[src/rtl/irq_pkg.sv]
// rtl/irq_pkg.sv - shared constants, FSM encoding and vector helper for irq_ctrl
package irq_pkg;

    localparam int IRQ_VBLANK = 0;
    localparam int IRQ_STAT   = 1;
    localparam int IRQ_TIMER  = 2;
    localparam int IRQ_SERIAL = 3;
    localparam int IRQ_JOYPAD = 4;

    localparam logic [15:0] IF_ADDR_DEF = 16'hFF0F;
    localparam logic [15:0] IE_ADDR_DEF = 16'hFFFF;

    typedef enum logic {
        ST_IDLE  = 1'b0,
        ST_OFFER = 1'b1
    } irq_state_t;

    function automatic logic [15:0] irq_vec(input logic [15:0] base,
                                            input logic [15:0] stride,
                                            input logic [2:0]  id);
        return base + stride * {13'd0, id};
    endfunction

endpackage

[src/rtl/irq_prio_enc.sv]
// rtl/irq_prio_enc.sv - lowest-index-wins priority encoder producing {found, index}
module irq_prio_enc #(
    parameter int N     = 5,
    parameter int IDX_W = 3
) (
    input  logic [N-1:0]     req,
    output logic             found,
    output logic [IDX_W-1:0] index
);

    // Scan high to low so the lowest set bit is the last assignment.
    always_comb begin
        found = 1'b0;
        index = '0;
        for (int i = N - 1; i >= 0; i--) begin
            if (req[i]) begin
                found = 1'b1;
                index = IDX_W'(i);
            end
        end
    end

endmodule

[src/rtl/irq_ctrl.sv]
// rtl/irq_ctrl.sv - IF/IE interrupt controller with fixed priority and valid/ack offer
// Optional macro IRQ_EDGE_DETECT_EN: only rising edges of irq_src set IF.
module irq_ctrl
    import irq_pkg::*;
#(
    parameter int          NUM_IRQ    = 5,
    parameter logic [15:0] IF_ADDR    = IF_ADDR_DEF,
    parameter logic [15:0] IE_ADDR    = IE_ADDR_DEF,
    parameter logic [15:0] VEC_BASE   = 16'h0040,
    parameter int          VEC_STRIDE = 8
) (
    input  logic               clk,
    input  logic               reset,
    input  logic [15:0]        cpu_addr,
    input  logic [7:0]         cpu_data_w,
    input  logic               cpu_do_write,
    output logic [7:0]         data_r,
    output logic               data_active,
    input  logic [NUM_IRQ-1:0] irq_src,
    input  logic               ime,
    output logic               wake,
    output logic               irq_valid,
    output logic [2:0]         irq_id,
    output logic [15:0]        irq_vector,
    input  logic               irq_ack
);

    logic [NUM_IRQ-1:0] if_q, if_next, src_set, pend, sel_mask;
    logic [7:0]         ie_q, ie_next, if_rd;
    irq_state_t         state, state_next;
    logic [2:0]         id_next, win_idx;
    logic [15:0]        vec_next;
    logic               found, wr_if, wr_ie, ack_fire, sel_if, sel_ie;

    assign wr_if    = cpu_do_write && (cpu_addr == IF_ADDR);
    assign wr_ie    = cpu_do_write && (cpu_addr == IE_ADDR);
    assign ack_fire = (state == ST_OFFER) && irq_ack;

`ifdef IRQ_EDGE_DETECT_EN
    logic [NUM_IRQ-1:0] src_q;

    always_ff @(posedge clk) begin
        if (reset) src_q <= '0;
        else       src_q <= irq_src;
    end

    assign src_set = irq_src & ~src_q;
`else
    assign src_set = irq_src;
`endif

    always_comb begin
        sel_mask = '0;
        for (int i = 0; i < NUM_IRQ; i++) sel_mask[i] = (irq_id == 3'(i));
    end

    // Source set < ack clear < CPU write.
    always_comb begin
        if_next = if_q | src_set;
        if (ack_fire) if_next = if_next & ~sel_mask;
        if (wr_if)    if_next = cpu_data_w[NUM_IRQ-1:0];
    end

    assign ie_next = wr_ie ? cpu_data_w : ie_q;
    assign pend    = if_q & ie_q[NUM_IRQ-1:0];
    assign wake    = |pend;
    assign sel_if  = |(if_next & sel_mask);
    assign sel_ie  = |(ie_next[NUM_IRQ-1:0] & sel_mask);

    irq_prio_enc #(.N(NUM_IRQ), .IDX_W(3)) u_enc (
        .req   (pend),
        .found (found),
        .index (win_idx)
    );

    always_comb begin
        state_next = state;
        id_next    = irq_id;
        vec_next   = irq_vector;
        case (state)
            ST_IDLE: begin
                if (ime && found) begin
                    state_next = ST_OFFER;
                    id_next    = win_idx;
                    vec_next   = irq_vec(VEC_BASE, 16'(VEC_STRIDE), win_idx);
                end
            end
            ST_OFFER: begin
                // Ack has priority; otherwise withdraw if the offer is no longer deliverable.
                if (irq_ack)                        state_next = ST_IDLE;
                else if (!ime || !sel_if || !sel_ie) state_next = ST_IDLE;
            end
            default: state_next = ST_IDLE;
        endcase
    end

    always_ff @(posedge clk) begin
        if (reset) begin
            if_q       <= '0;
            ie_q       <= 8'h00;
            state      <= ST_IDLE;
            irq_id     <= 3'd0;
            irq_vector <= VEC_BASE;
        end else begin
            if_q       <= if_next;
            ie_q       <= ie_next;
            state      <= state_next;
            irq_id     <= id_next;
            irq_vector <= vec_next;
        end
    end

    assign irq_valid = (state == ST_OFFER);

    always_comb begin
        if_rd              = 8'hFF;
        if_rd[NUM_IRQ-1:0] = if_q;
    end

    always_comb begin
        data_r      = 8'hFF;
        data_active = 1'b0;
        if (cpu_addr == IF_ADDR) begin
            data_r      = if_rd;
            data_active = 1'b1;
        end else if (cpu_addr == IE_ADDR) begin
            data_r      = ie_q;
            data_active = 1'b1;
        end
    end

endmodule

[config.mk]
export PLATFORM = sky130hd
export DESIGN_NAME = irq_ctrl
export DESIGN_NICKNAME = d
export VERILOG_FILES = /design/src/rtl/irq_pkg.sv /design/src/rtl/irq_prio_enc.sv /design/src/rtl/irq_ctrl.sv
export SDC_FILE = /design/constraint.sdc
export NUM_CORES = 1
export LEC_CHECK = 0
export BUFFER_PORTS_ARGS = -buffer_cell sky130_fd_sc_hd__buf_4
export CAP_MARGIN = 20
export CORE_ASPECT_RATIO = 0.75
export CORE_MARGIN = 2
export CORE_UTILIZATION = 47
export CTS_BUF_LIST = sky130_fd_sc_hd__clkbuf_4
export CTS_CLUSTER_DIAMETER = 150
export CTS_CLUSTER_SIZE = 28
export DETAILED_ROUTE_END_ITERATION = 8
export PLACE_DENSITY = 0.92
export SYNTH_ARGS = -nofsm -noshare
export SYNTH_HDL_FRONTEND = slang
export SYNTH_SLANG_ARGS = --single-unit
[constraint.sdc]
create_clock -name clk -period 2.2 [get_ports clk]
set_input_delay 0.11 -clock clk [delete_from_list [all_inputs] [get_ports clk]]
set_output_delay 0.11 -clock clk [all_outputs]
set_load 0.03 [all_outputs]
==> reports/metrics.csv, run 1 <==
stage;metric;value;unit
outcome;status;completed;
sta;Final period util;0.931;
setup_path;Worst Reg-to-Reg Cells;6;
sta;Worst Skew;0.000974;ns
global_route;initial antenna violation count;0;
yosys;synthesized cell area;0.00124;mm²
clocking;maximum root-to-sink buffer count;2;
global_route;GRT Overall Usage;0.227;
sta;Tmin final;2.05;ns
final_layout;Area growth, synth to finish;31.6;%
sta;RSZ-0062 raised after global routing;false;
yosys;Gate Count Post-Synth;152;
setup_path;Reg2Reg Launch Point;irq_id[0];
detailed_routing;vias per inst;5.60;
floorplan;Die Wd;63.4;µm
detailed_routing;antenna-violating nets left;0;
yosys;top_reg_cell synth;dfxtp_1;
floorplan;# IOs;64;
yosys;Post-synth ARST share;0;
sta;max frequency;0.488;GHz
setup_path;worst path required time;2.38;ns
setup_path;reg2reg end;irq_valid;
final_layout;nets;236;
final_layout;fill count;213;
clocking;CTS buffer count;3;
setup_path;r2r setup slk;0.15;ns
place;IO Port Bufs;50;
clocking;Worst-Skew Late Latency;0.30;ns
detailed_routing;WL/cell;14.9;µm
clocking;Root Driver;clkbuf_4;
power_and_ir_drop;Pleak;0.689;nW
worst_hold_path;Hold Crit Depth;3;
detailed_routing;Initial DRC Count;116;
worst_hold_path;hold_sp;cpu_data_w[2];
power_and_ir_drop;power per cell area;387;mW/mm²
clocking;clock-pin transition on the worst setup and hold timing paths;0.10;ns
place;Post-DP HPWL;2730;µm
sta;headroom to the max-slew limit;0.667;
setup_path;critical path type;flip-flop to flip-flop;
floorplan;total core area;0.00256;mm²
global_route;remaining global-route overflow;0;
worst_hold_path;WHS Endpoint;if_q[2];
power_and_ir_drop;Peak supply drop;0.000198;V
yosys;Netlist cell types;42;
place;Routability Congestion;0.982;
setup_path;Crit. End Element;flip-flop;
sta;Pins Over Slew Limit;0;
detailed_routing;DR vias;1328;
yosys;YS warnings;0;
clocking;CTS Hold Bufs;0;
yosys;Post-synth EDFFs;0;
setup_path;CP arrival;2.23;ns
setup_path;crit path launch type;flip-flop;
clocking;clock sinks;17;
detailed_routing;First-pass DRT Iterations;6;
detailed_routing;Post-Route WL;3520;µm
job;Max-Cap Viols;0;
final_layout;most frequent cells in the layout;buf_4 (58), nand2_1 (19), dfxtp_1 (16);
final_layout;fraction of layout cells with a size suffix above 1;0.373;
final_layout;most common cell after layout, fill and taps aside;buf_4;
setup_path;critical path peak fanout;7;
final_layout;Layout Cells excl Fill;237;
clocking;H-tree depth;1;
floorplan;Starting Density;0.485;
global_route;first-pass GRT wire length;5490;µm
global_route;vias in the first global route;1136;
clocking;Resize count post-CTS;0;
power_and_ir_drop;total power;0.634;mW
yosys;#FFs+latches synth;17;
yosys;register area share after synthesis;0.274;
clocking;postcts setup bufs;0;
worst_hold_path;worst min path class;input pin to flip-flop;
sta;final setup TNS;0;ns
floorplan;die area;0.00308;mm²
floorplan;Die Y;48.6;µm
yosys;Syn Area/Cell;8.18;µm²
global_route;largest net degree at the start of global routing;17;
final_layout;ant diodes;0;
clocking;TritonCTS clock tree;built;
sta;Final Hold Fails;0;
floorplan;# rows;16;
detailed_routing;DRC viols;0;
sta;setup violators final;0;
place;Placed Cells incl. Taps;233;
sta;Worst Tran Pin Value;0.499;ns
[logic make-up (layout without fill, tap and decap cells)]
kind of cell,after synthesis,count (layout),synth area share
AO/OA/AOI/OAI,40,40,0.233
buffers and inverters,27,65,0.138
multiplexers,5,5,0.0644
AND/OR/NAND/NOR,61,61,0.285
flip-flops,17,17,0.274
other,2,13,0.00604
[Yosys cell counts (2+ instances only)]
master      n  share of area
clkbuf_1    3         0.0091
o22a_1      6          0.042
and2_1      2          0.010
conb_1      2         0.0060
nand3_1    12          0.048
nand2_1    19          0.057
buf_1       2         0.0060
nand2b_1    3          0.015
a21oi_1    15          0.060
nor4_2      2          0.020
a211o_2     2          0.016
nor2_1      8          0.024
a22oi_1     2          0.012
buf_2       2         0.0080
dfxtp_1    17           0.27
a211oi_1    3          0.018
inv_1       3         0.0091
nand4_1     3          0.015
a311o_2     2          0.018
nand4_2     3          0.030
a2111oi_1   2          0.016
o211ai_1    3          0.018
mux2i_1     2          0.016
buf_4      16          0.097
[state kept, by name, summed over array words and instances (netlist names)]
name       flops
if_q           5
irq_valid      1
irq_id         3
ie_q           8
[routing by layer]
metal  GRT usage  share of wire  vias up
met2       0.361           0.45       86
met4      0.0761          0.023        0
met1       0.294           0.42      596
li1            -              -      636
met3      0.0651           0.10       10
met5           0              0        -
[critical path: stages, from the launching register on]
cell       delay [ns]
dfxtp_2          0.40
nor2b_2          0.23
and2b_1          0.19
a21oi_1          0.09
mux4_1           0.50
a2111oi_1        0.42
a211oi_1         0.10
[stage by stage]
stage	util	instance area [µm²]	worst slack, ns	hold slack, ns
final	0.639	1640	0.151	0.0557
after CTS	0.638	1640	0.119	0.0569
after detailed placement	0.626	1610	0.142	0.367
after global routing	0.639	1640	0.0242	0.0626
after floorplan	-	1280	0.0755	0.251
after global placement	0.626	1610	0.240	0.360
[where the power goes]
group | switching [mW] | internal, mW | leakage (nW) | total, mW
Sequential | 0.00780 | 0.314 | 0.139 | 0.322
Combinational | 0.0678 | 0.0541 | 0.531 | 0.122
Clock | 0.107 | 0.0831 | 0.0184 | 0.190
[worst max-delay path by stage]
stage | from | end | slack (ns) | depth (start not counted)
after floorplan | irq_id[0] | irq_valid | 0.08 | 6
after global placement | irq_id[0] | irq_valid | 0.24 | 6
after detailed placement | irq_id[0] | irq_valid | 0.14 | 6
after CTS | irq_id[0] | irq_valid | 0.12 | 6
after global routing | irq_id[0] | irq_valid | 0.02 | 6
final | irq_id[0] | irq_valid | 0.15 | 6
[area by class of cell]
class,count,area [µm²],share of cell area
Sequential cell,17,342,0.209
Multi-Input combinational cell,119,773,0.472
Clock buffer,4,30.0,0.0183
Timing Repair Buffer,58,435,0.266
Tap cell,36,45.0,0.0275
Inverter,3,11.3,0.00688
Power figures use the tool's default switching activity.
==> inputs of run 2 (changes only) <==
- SYNTH_HIERARCHICAL: not set -> 1
==> run 2 against run 1 <==
  * Clock power about the same
  * First-iteration DRC count decreased by 25%
  * Flip-flop and latch count did not move
  * Die area is 3.4% higher
  * Wire length up 3.9%
  * Final cell count up 10%
  * Synthesized cell count increased by 13%
  * Non-clock buffer count is 3 higher
  * Setup slack better by 0.084 ns
  * Clock skew grew 0.0032 ns
  * Largest power group unchanged
  * Highest routed layer unchanged
==> reports/metrics.csv, run 2 <==
stage;metric;value;unit
sta;max frequency;0.509;GHz
setup_path;critical path peak fanout;2;
final_layout;multi-input logic area;838;µm²
floorplan;Starting Density;0.496;
global_route;initial antenna violation count;0;
final_layout;nets;260;
floorplan;die area;0.00318;mm²
sta;setup violators final;0;
final_layout;fraction of layout cells with a size suffix above 1;0.333;
power_and_ir_drop;power per cell area;364;mW/mm²
floorplan;Die Y;49.4;µm
yosys;Post-synth ARST share;0;
yosys;top_reg_cell synth;dfxtp_1;
sta;Tmin final;1.96;ns
final_layout;fill count;243;
detailed_routing;met1 WL;1580;µm
yosys;#FFs+latches synth;17;
yosys;dominant cell type by area after synthesis;dfxtp_1;
final_layout;max reg flops;8;
yosys;top cells by area, synth;dfxtp_1 (26%), buf_4 (9.3%), nand2_1 (8.1%);
final_layout;Top Registers;ie_q x8, if_q x5, irq_vector x3;
detailed_routing;Post-Route WL;3660;µm
floorplan;# IOs;64;
detailed_routing;met3 WL;341;µm
detailed_routing;DRC viols;0;
yosys;YS warnings;6;
place;Post-DP HPWL;2910;µm
global_route;first-pass GRT wire length;5960;µm
detailed_routing;antenna-violating nets left;0;
place;pre-CTS WS;-0.0185;ns
clocking;CTS buffer count;3;
global_route;GRT Overall Usage;0.238;
clocking;TritonCTS clock tree;built;
place;Routability Congestion;0.958;
sta;Final period util;0.893;
sta;Pins Over Slew Limit;0;
clocking;H-tree depth;1;
sta;Worst Skew;0.00416;ns
floorplan;Die Wd;64.5;µm
floorplan;# rows;16;
yosys;top-count cell post-synth;nand2_1;
place;IO Port Bufs;50;
clocking;CTS Hold Bufs;0;
detailed_routing;WL/cell;14.0;µm
job;Max-Cap Viols;0;
yosys;synthesized cell area;0.00129;mm²
final_layout;most frequent cells in the layout;buf_4 (61), nand2_1 (28), a21oi_1 (19);
final_layout;ant diodes;0;
clocking;Worst-Skew Late Latency;0.30;ns
clocking;Root Driver;clkbuf_4;
power_and_ir_drop;total power;0.629;mW
setup_path;crit path launch type;flip-flop;
power_and_ir_drop;Pleak;0.734;nW
global_route;remaining global-route overflow;0;
detailed_routing;DR vias;1438;
yosys;area share of the largest cell type after synthesis;0.264;
yosys;Syn Area/Cell;7.54;µm²
detailed_routing;vias per inst;5.51;
worst_hold_path;worst min path class;input pin to flip-flop;
outcome;status;completed;
yosys;Post-synth EDFFs;0;
clocking;clock sinks;17;
setup_path;critical path type;flip-flop to flip-flop;
power_and_ir_drop;Peak supply drop;0.000251;V
global_route;vias in the first global route;1327;
clocking;maximum root-to-sink buffer count;2;
setup_path;worst path required time;2.38;ns
yosys;Netlist cell types;43;
setup_path;CP arrival;2.15;ns
yosys;register area share after synthesis;0.264;
sta;Worst Tran Pin Value;0.494;ns
yosys;Gate Count Post-Synth;171;
sta;Final Hold Fails;0;
final_layout;Area growth, synth to finish;34.1;%
final_layout;most flop-heavy register;ie_q;
sta;final setup margin;0.235;ns
floorplan;total core area;0.00260;mm²
sta;headroom to the max-slew limit;0.668;
setup_path;Crit. End Element;flip-flop;
clocking;Resize count post-CTS;0;
yosys;most instantiated cells after synthesis;nand2_1 (28), a21oi_1 (19), dfxtp_1 (17);
final_layout;sequential cell area;340;µm²
sta;RSZ-0062 raised after global routing;false;
detailed_routing;Initial DRC Count;87;
clocking;clock-pin transition on the worst setup and hold timing paths;0.10;ns
final_layout;most common cell after layout, fill and taps aside;buf_4;
global_route;largest net degree at the start of global routing;18;
final_layout;Final Util;0.665;
detailed_routing;uppermost layer routed;met4;
detailed_routing;WL met2;1730;µm
detailed_routing;First-pass DRT Iterations;4;
clocking;postcts setup bufs;0;
run 2: changes by cell type in the layout (fill, tap and decap cells not counted), sizes merged, moves of 3 or more:
cell / previous run / this run
nand3: 12 / 7
buf: 58 / 61
or4: 1 / 4
nand2: 19 / 28
o221ai: 0 / 3
a211o: 3 / 0
nand2b: 3 / 7
a21oi: 15 / 19
and2: 3 / 7
nor2: 8 / 11
run 2: cell type report:
type	instances	share of cell area
Tap cell	36	0.0260
Multi-Input combinational cell	138	0.484
Clock buffer	4	0.0174
Timing Repair Buffer	61	0.265
Sequential cell	17	0.197
Inverter	5	0.0108
run 2: cells by family (layout without fill, tap and decap cells):
kind of cell           after synthesis  after routing  share of synthesized area
other                                2             13                    0.00582
buffers and inverters               27             70                      0.132
AOI/OAI and AO/OA                   44             44                      0.238
muxes                                2              2                     0.0252
and+or+nand+nor                     79             79                      0.336
DFF                                 17             17                      0.264
run 2: routing by layer:
layer,vias up,global-route usage
met1,657,0.321
met3,4,0.0693
li1,697,-
met2,80,0.373
met5,-,0
met4,0,0.0603
run 2: where the power goes:
| group | total [mW] | switching, mW | internal [mW] | leakage (nW) |
|---|---|---|---|---|
| Sequential | 0.320 | 0.00590 | 0.314 | 0.139 |
| Clock | 0.188 | 0.105 | 0.0831 | 0.0184 |
| Combinational | 0.122 | 0.0675 | 0.0542 | 0.577 |
| Total | 0.629 | 0.178 | 0.451 | 0.734 |
run 2: per-stage QoR:
step	std cells	setup TNS (ns)	hold slack, ns	cell area, µm²
finish	261	0	0.0537	1730
CTS	261	0	0.0562	1730
global route	261	0	0.0672	1730
detailed placement	257	-0.0185	0.371	1700
global placement	257	0	0.359	1700
floorplan	182	0	0.240	1350
run 2: worst max-delay path, cell delays in order, from the launching register on:
cell       delay (ns)
dfxtp_1          0.32
or2_2            0.31
o32a_1           0.31
mux4_2           0.50
a2111oi_4        0.33
a2111oi_2        0.08
run 2: worst paths after layout:
kind	to	slack, ns	from	cells past startpoint
max reg2reg	irq_valid	0.24	irq_vector[5]	5
min reg2reg	ie_q[6]	0.45	ie_q[6]	2
min	if_q[3]	0.05	cpu_data_w[3]	3
max	irq_valid	0.24	irq_vector[5]	5
